[src/rtl/mem_bus_pkg.sv]
`default_nettype none
// ============================================================================
// mem_bus_pkg
// Shared encodings and default widths for the I/D memory bus arbiter.
// Revision: 1.0
// ============================================================================
package mem_bus_pkg;

  localparam int ADDR_W_DEFAULT = 28;
  localparam int LINE_W_DEFAULT = 128;

  localparam logic [1:0] ST_IDLE  = 2'd0;
  localparam logic [1:0] ST_GNT_I = 2'd1;
  localparam logic [1:0] ST_GNT_D = 2'd2;
  localparam logic [1:0] ST_DONE  = 2'd3;

  typedef enum logic [1:0] {
    IDLE  = ST_IDLE,
    GNT_I = ST_GNT_I,
    GNT_D = ST_GNT_D,
    DONE  = ST_DONE
  } arb_state_t;

  // Encoding of the most recently granted requester
  localparam logic GRANT_I = 1'b0;
  localparam logic GRANT_D = 1'b1;

endpackage
`default_nettype wire

[src/rtl/rr_pick2.sv]
`default_nettype none
// ============================================================================
// rr_pick2
// Two-way round-robin picker: on a tie the side not granted last time wins.
// Revision: 1.0
// ============================================================================
module rr_pick2
  import mem_bus_pkg::*;
(
  input  logic req_i,
  input  logic req_d,
  input  logic last_gnt,
  output logic gnt_i,
  output logic gnt_d
);

  always_comb begin
    gnt_i = req_i & (~req_d | (last_gnt == GRANT_D));
    gnt_d = req_d & (~req_i | (last_gnt == GRANT_I));
  end

endmodule
`default_nettype wire

[src/rtl/mem_bus_arbiter.sv]
`default_nettype none
// ============================================================================
// mem_bus_arbiter
// Round-robin sharing of the single memory port between I- and D-cache refill.
// Revision: 1.0
// ============================================================================
module mem_bus_arbiter
  import mem_bus_pkg::*;
#(
  parameter int ADDR_W = ADDR_W_DEFAULT,
  parameter int LINE_W = LINE_W_DEFAULT
) (
  input  logic              clk,
  input  logic              rst_n,
  input  logic              i_mem_read,
  input  logic [ADDR_W-1:0] i_mem_addr,
  output logic [LINE_W-1:0] i_mem_rdata,
  output logic              i_mem_ready,
  input  logic              d_mem_read,
  input  logic              d_mem_write,
  input  logic [ADDR_W-1:0] d_mem_addr,
  input  logic [LINE_W-1:0] d_mem_wdata,
  output logic [LINE_W-1:0] d_mem_rdata,
  output logic              d_mem_ready,
  output logic              mem_read,
  output logic              mem_write,
  output logic [ADDR_W-1:0] mem_addr,
  output logic [LINE_W-1:0] mem_wdata,
  input  logic [LINE_W-1:0] mem_rdata,
  input  logic              mem_ready
);

  arb_state_t        state, state_next;
  logic              last_gnt, last_gnt_next;
  logic              mem_read_next, mem_write_next;
  logic [ADDR_W-1:0] mem_addr_next;
  logic [LINE_W-1:0] mem_wdata_next;
  logic [LINE_W-1:0] i_rdata_next, d_rdata_next;
  logic              i_ready_next, d_ready_next;
  logic              req_i, req_d, gnt_i, gnt_d;

  assign req_i = i_mem_read;
  assign req_d = d_mem_read | d_mem_write;

  rr_pick2 u_pick (
    .req_i    (req_i),
    .req_d    (req_d),
    .last_gnt (last_gnt),
    .gnt_i    (gnt_i),
    .gnt_d    (gnt_d)
  );

  always_comb begin
    state_next     = state;
    last_gnt_next  = last_gnt;
    mem_read_next  = mem_read;
    mem_write_next = mem_write;
    mem_addr_next  = mem_addr;
    mem_wdata_next = mem_wdata;
    i_rdata_next   = i_mem_rdata;
    d_rdata_next   = d_mem_rdata;
    i_ready_next   = 1'b0;
    d_ready_next   = 1'b0;
    case (state)
      IDLE: begin
        if (gnt_d) begin
          // A write-back takes precedence over a simultaneous D-side read
          state_next     = GNT_D;
          last_gnt_next  = GRANT_D;
          mem_write_next = d_mem_write;
          mem_read_next  = ~d_mem_write;
          mem_addr_next  = d_mem_addr;
          mem_wdata_next = d_mem_wdata;
        end else if (gnt_i) begin
          state_next     = GNT_I;
          last_gnt_next  = GRANT_I;
          mem_read_next  = 1'b1;
          mem_write_next = 1'b0;
          mem_addr_next  = i_mem_addr;
        end
      end
      GNT_I: begin
        if (mem_ready) begin
          i_rdata_next   = mem_rdata;
          mem_read_next  = 1'b0;
          mem_write_next = 1'b0;
          i_ready_next   = 1'b1;
          state_next     = DONE;
        end
      end
      GNT_D: begin
        if (mem_ready) begin
          d_rdata_next   = mem_rdata;
          mem_read_next  = 1'b0;
          mem_write_next = 1'b0;
          d_ready_next   = 1'b1;
          state_next     = DONE;
        end
      end
      DONE:    state_next = IDLE;
      default: state_next = IDLE;
    endcase
  end

  always_ff @(posedge clk) begin
    if (!rst_n) begin
      state       <= IDLE;
      last_gnt    <= GRANT_I;
      mem_read    <= 1'b0;
      mem_write   <= 1'b0;
      mem_addr    <= '0;
      mem_wdata   <= '0;
      i_mem_rdata <= '0;
      d_mem_rdata <= '0;
      i_mem_ready <= 1'b0;
      d_mem_ready <= 1'b0;
    end else begin
      state       <= state_next;
      last_gnt    <= last_gnt_next;
      mem_read    <= mem_read_next;
      mem_write   <= mem_write_next;
      mem_addr    <= mem_addr_next;
      mem_wdata   <= mem_wdata_next;
      i_mem_rdata <= i_rdata_next;
      d_mem_rdata <= d_rdata_next;
      i_mem_ready <= i_ready_next;
      d_mem_ready <= d_ready_next;
    end
  end

endmodule
`default_nettype wire

[config.mk]
export PLATFORM = sky130hd
export DESIGN_NAME = mem_bus_arbiter
export DESIGN_NICKNAME = d
export VERILOG_FILES = /design/src/rtl/mem_bus_pkg.sv /design/src/rtl/rr_pick2.sv /design/src/rtl/mem_bus_arbiter.sv
export SDC_FILE = /design/constraint.sdc
export NUM_CORES = 1
export LEC_CHECK = 0
export BUFFER_PORTS_ARGS = -buffer_cell sky130_fd_sc_hd__buf_4
export CORE_AREA = 4 4 282 284
export DETAILED_ROUTE_END_ITERATION = 8
export DIE_AREA = 0 0 286 288
export SYNTH_ARGS = -nofsm -noshare
export SYNTH_HDL_FRONTEND = slang
export SYNTH_SLANG_ARGS = --single-unit
[constraint.sdc]
create_clock -name clk -period 3.4 [get_ports clk]
set_clock_uncertainty 0.05 [all_clocks]
set_input_delay 0.68 -clock clk [delete_from_list [all_inputs] [get_ports clk]]
set_output_delay 0.68 -clock clk [all_outputs]
set_load 0.02 [all_outputs]
Word-level counts from Yosys, hierarchy flattened
Cells that the tools add are included.
Widths: inputs -> output; s select.
{"block": "totals", "ram_bits": 0, "mem_count": 0, "latchBits": 0, "mem_bits_ro": 0, "out_inout_bits": 416, "elab_cells": 51, "input_bits": 318, "regBits": 419}
{"block": "classes", "shifts": 0, "n_addsub": 0, "n_mux": 15, "div": 0, "bitwise": 9, "n_reduce_logical": 12, "order_cmp": 0, "n_eq_ne": 5, "mul": 0}
{"op": "$mux 28", "n": 2}
{"op": "$reduce_and 2->1", "n": 7}
{"op": "$mux 1", "n": 7}
{"op": "$mux 2", "n": 3}
{"op": "$pmux 2 s3", "n": 1}
{"op": "$eq 2x2->1 const B", "n": 2}
{"op": "$not 1->1", "n": 4}
{"op": "$pmux 1 s2", "n": 2}
{"op": "$reduce_bool 2->1", "n": 2}
{"op": "$ne 3x3->1 const B", "n": 1}
{"op": "$or 1x1->1", "n": 3}
{"op": "$reduce_and 3->1", "n": 1}
{"op": "$and 1x1->1", "n": 2}
{"op": "$eq 2x1->1 const B", "n": 1}
{"op": "$logic_not 2->1", "n": 1}
{"op": "$ne 2x1->1 const B", "n": 1}
{"op": "$reduce_or 2->1", "n": 1}

Logic depth before layout (Yosys ltp)
{"block": "depth", "ltp_word": 7, "ltp_mapped": 8, "mapped_depth_nobuf": 5}

By module
Synthesis repeated with hierarchy kept, for this count alone.
{"block": "hier_totals", "hier_cells": 1838, "hier_area_um2": 14924.3}
{"module": "mem_bus_arbiter", "n_inst": 1, "area_each_um2": 14905.5, "cells_per_inst": 1835, "seq_area_each_um2": 8388.0}
{"module": "rr_pick2", "n_inst": 1, "area_each_um2": 18.8, "cells_per_inst": 3, "seq_area_each_um2": 0.0}

Worst setup path after synthesis
OpenSTA, ideal clock, no wires.
{"block": "synth_timing", "path_type": "input-to-reg", "start": "in i_mem_read", "end": "reg mem_addr[25]", "arrival_ps": 1452, "setup_ps": 125, "slack_ps": 1773, "t_required_ps": 3225, "cell_stages": 5, "path_buffers": 2, "path_cell_list": "o31a_1 buf_2 buf_2 o21ai_1 a31oi_1"}
{"block": "synth_via", "elab_chain_len": 5, "elab_cells_between_ends": 7, "cone_classes": "mux: 1; bitwise: 4; reduce/logical: 2"}
{"element": "start: declaration", "line": "mem_bus_arbiter.sv:15", "rtl": "input logic i_mem_read,"}
{"element": "$not 1->1", "line": "rr_pick2.sv:19", "rtl": "gnt_d = req_d & (~req_i | (last_gnt == GRANT_I));"}
{"element": "$or 1x1->1", "line": "rr_pick2.sv:19"}
{"element": "$and 1x1->1", "line": "rr_pick2.sv:19"}
{"element": "$reduce_bool 2->1 (no line)"}
{"element": "$reduce_and 2->1 (no line)"}
{"element": "end signal: assignment", "line": "mem_bus_arbiter.sv:122", "rtl": "mem_addr <= mem_addr_next;"}
{"element": "end: declaration", "line": "mem_bus_arbiter.sv:27", "rtl": "output logic [ADDR_W-1:0] mem_addr,"}
Parallel ways exist; a longest one is shown, timed or not.
A chain may end at the register's enable or synchronous reset.

Worst setup path after layout
{"block": "layout_timing", "start": "reg state[0]", "end": "reg state[1]"}
{"block": "layout_via", "elab_chain_len": 4, "elab_cells_between_ends": 9, "cone_classes": "eq/ne: 5; mux: 1; reduce/logical: 3"}
{"element": "start: declaration", "line": "mem_bus_arbiter.sv:33", "rtl": "arb_state_t state, state_next;"}
{"element": "start signal: assignment", "line": "mem_bus_arbiter.sv:118", "rtl": "state <= state_next;"}
{"element": "$eq 2x2->1 or $eq 2x1->1 (tied branches)", "line": "mem_bus_arbiter.sv:64", "rtl": "case (state)"}
{"element": "$reduce_or 2->1 (no line)"}
{"element": "$ne 2x1->1 (no line)"}
{"element": "$reduce_and 2->1 (no line)"}
Parallel ways exist; a longest one is shown, timed or not.

==> flow_metrics.env <==
export IMPL_synth_avg_cell_area_um2=7.96
export IMPL_die_h_um=288
export IMPL_vias=15700
export IMPL_drtPass1Iterations=4
export IMPL_clock_latency_ns=0.56
export IMPL_fin_ws_ns=1.33
export IMPL_synth_common_cells="nand2_1, dfxtp_1, a21oi_1"
export IMPL_drive_gt1_share_pct=33.2
export IMPL_post_drt_via_cell_ratio=4.32
export IMPL_postCtsSetupBuffers=0
export IMPL_cts_hold_buffers=0
export IMPL_cts_htree_levels=2
export IMPL_synthesis_area_um2=15100
export IMPL_cts_root_buf="clkbuf_16"
export IMPL_postRouteAntennaNets=0
export IMPL_cts_buffer_depth=3
export IMPL_synthCells=1893
export IMPL_max_slew_worst_pin_slew_ns=0.915
export IMPL_rsz0062_at_grt="false"
export IMPL_grt_util_met2_pct=24.7
export IMPL_yosys_register_bits=419
export IMPL_hold_path_class="in2reg"
export IMPL_wire_per_inst_um=17.2
export IMPL_use_met3_pct=4.72
export IMPL_vdd_drop_max_mv=0.534
export IMPL_setup_viol=0
export IMPL_synthArstFlopShare_pct=0
export IMPL_hpwl_mm=44.6
export IMPL_placementRows=102
export IMPL_antenna_found_initial=2
export IMPL_clkSlewWorstSetupHoldPaths_ns=0.06
export IMPL_finalWeightedCongestion=0.856
export IMPL_area_delta_synth_final_pct=54.1
export IMPL_synth_cell_types=30
export IMPL_synth_top_area_share_pct=55.7
export IMPL_cap_viol_max_count=0
export IMPL_switching_share_pct=36.6
export IMPL_synth_main_ff_cell="dfxtp_1"
export IMPL_busiest_layer="met2"
export IMPL_slew_headroom_pct=38.9
export IMPL_start_util_pct=19.5
export IMPL_die_area_um2=82400
export IMPL_cts_tree="built"
export IMPL_worstSetupStartpointType="register"
export IMPL_yosys_warnings=0
export IMPL_combPwrFrac_pct=34.8
export IMPL_grt_pass1_wl_mm=91.3
export IMPL_fin_nets=2874
export IMPL_syn_nets=2216
export IMPL_min_period_ns=2.07
export IMPL_cts_buffers=48
export IMPL_status="finished, final reports clean"
export IMPL_io_buffers=733
export IMPL_crit_path_end_kind="register"
export IMPL_pwr_share_seq_pct=36.6
export IMPL_p_sw_uw=6350
export IMPL_power_leakage_uw=0.00965
export IMPL_pin_count=734
export IMPL_grt_overflow_total=0
export IMPL_required_ns=3.81
export IMPL_fp_dieW_um=286
export IMPL_tns_ns=0
export IMPL_coreArea_um2=77100
export IMPL_first_global_vias=15100
export IMPL_fmaxAchievable_mhz=484
export IMPL_track_usage_pct=14.0
export IMPL_worstPathMaxFanout=130
export IMPL_clkPwrFrac_pct=28.6
export IMPL_grtUsageMet1_pct=16.0
export IMPL_synth_edf_count=0
export IMPL_clkSinkCount=419
export IMPL_finalMaxSlewViolations=0
export IMPL_crit_arrival_ns=2.47
export IMPL_grt_max_degree=131
export IMPL_drt_iter0_markers=687
export IMPL_place_ws_ns=1.12
export IMPL_internal_power_uw=11000
export IMPL_yosysMostFrequentCell="nand2_1"
export IMPL_fin_crit_sh_pct=60.8
export IMPL_pwr_density_cell_nw_per_um2=747
export IMPL_finalWirelength_mm=62.2
export IMPL_cts_resized=0
export IMPL_yosysSeqAreaShare_pct=55.7
export IMPL_synthTopCellsByArea="dfxtp_1, nand2_1, a21oi_1, o21ai_1, nand3_1"
export IMPL_drc=0
export IMPL_synth_area_leader_cell="dfxtp_1"
export IMPL_worstSetupPathType="reg2reg"
export IMPL_hold_viol_final=0
export IMPL_diodes=0
routing by layer:
metal,wire length (µm),vias up
met3,5540,95
met4,1820,4
met5,34,-
li1,-,7675
met1,24200,7302
met2,30700,575
sequential cells by signal (all words and copies together) (netlist names):
| name | count |
|---|---|
| d_mem_rdata | 128 |
| d_mem_ready | 1 |
| i_mem_rdata | 128 |
| i_mem_ready | 1 |
| last_gnt | 1 |
| mem_addr | 28 |
| mem_read | 1 |
| mem_wdata | 128 |
| mem_write | 1 |
| state | 2 |
power by group through the flow:
stage | sequential, µW | clock (µW) | combinational (µW)
after floorplan | 7490 | 0 | 2200
after global placement | 6410 | 0 | 6090
after detailed placement | 6440 | 0 | 6100
after CTS | 6350 | 5110 | 6110
after global routing | 6460 | 5300 | 6520
final | 6350 | 4960 | 6030
worst max-delay path, cell delays in order (launching register included):
cell     delay, ns
dfxtp_1       0.34
inv_1         0.15
ha_4          0.21
buf_12        0.33
nor4b_2       0.52
o21ai_0       0.15
and3_1        0.19
metrics by stage:
| step | util [%] | std cells | total power [µW] | instance area [µm²] | hold WS, ns |
|---|---|---|---|---|---|
| 4_1_cts | 30.1 | 3625 | 17600 | 23200 | 0.259 |
| 5_1_grt | 30.1 | 3625 | 18300 | 23200 | 0.281 |
| 2_1_floorplan | - | 1893 | 9690 | 15100 | 0.434 |
| 6_report | 30.1 | 3625 | 17300 | 23200 | 0.311 |
| 3_3_place_gp | 28.2 | 3541 | 12500 | 21700 | 0.392 |
| 3_5_place_dp | 28.2 | 3541 | 12500 | 21700 | 0.397 |
placed cells by master (no fill, tap or decap), types with 2 or more instances in the layout:
cell,netlist,layout
buf_4,5,763
nand2_1,574,572
dfxtp_1,419,419
a21oi_1,386,386
o21ai_1,147,147
nand3_1,128,128
clkbuf_16,0,49
a31oi_1,28,28
clkbuf_1,83,16
buf_12,0,16
o21ai_0,11,11
clkinv_2,0,7
clkbuf_8,0,7
ha_1,5,4
mux2i_1,3,3
inv_1,2,2
and2_4,0,2
nand2_4,0,2
nor2_1,2,2
inv_6,0,2
clkinvlp_4,0,2
final timing paths:
kind	depth (start not counted)	start	endpoint	slack [ns]
worst max register to register	6	state[0]	state[1]	1.33
worst max-delay path	6	state[0]	state[1]	1.33
worst min-delay path	3	mem_rdata[22]	d_mem_rdata[22]	0.31
worst min register to register	2	i_mem_rdata[57]	i_mem_rdata[57]	0.40
cell families after synthesis:
group / after synthesis / share of synthesized area (%)
buf+inv: 175 / 5.07
simple gates: 713 / 19.0
fa+ha+maj: 5 / 0.415
mux: 3 / 0.199
compound gates: 578 / 19.6
flops: 419 / 55.7
area by class of cell:
cell class | instances | area [µm²]
sequential | 419 | 8390
inverter | 4 | 25.0
clock buffer | 72 | 1380
clock inverter | 12 | 97.6
timing repair buffer | 779 | 6050
fill | 8389 | 53900
multi-input combinational | 1299 | 5980
tap | 1040 | 1300
No activity file was read; power rests on OpenSTA's default activity.
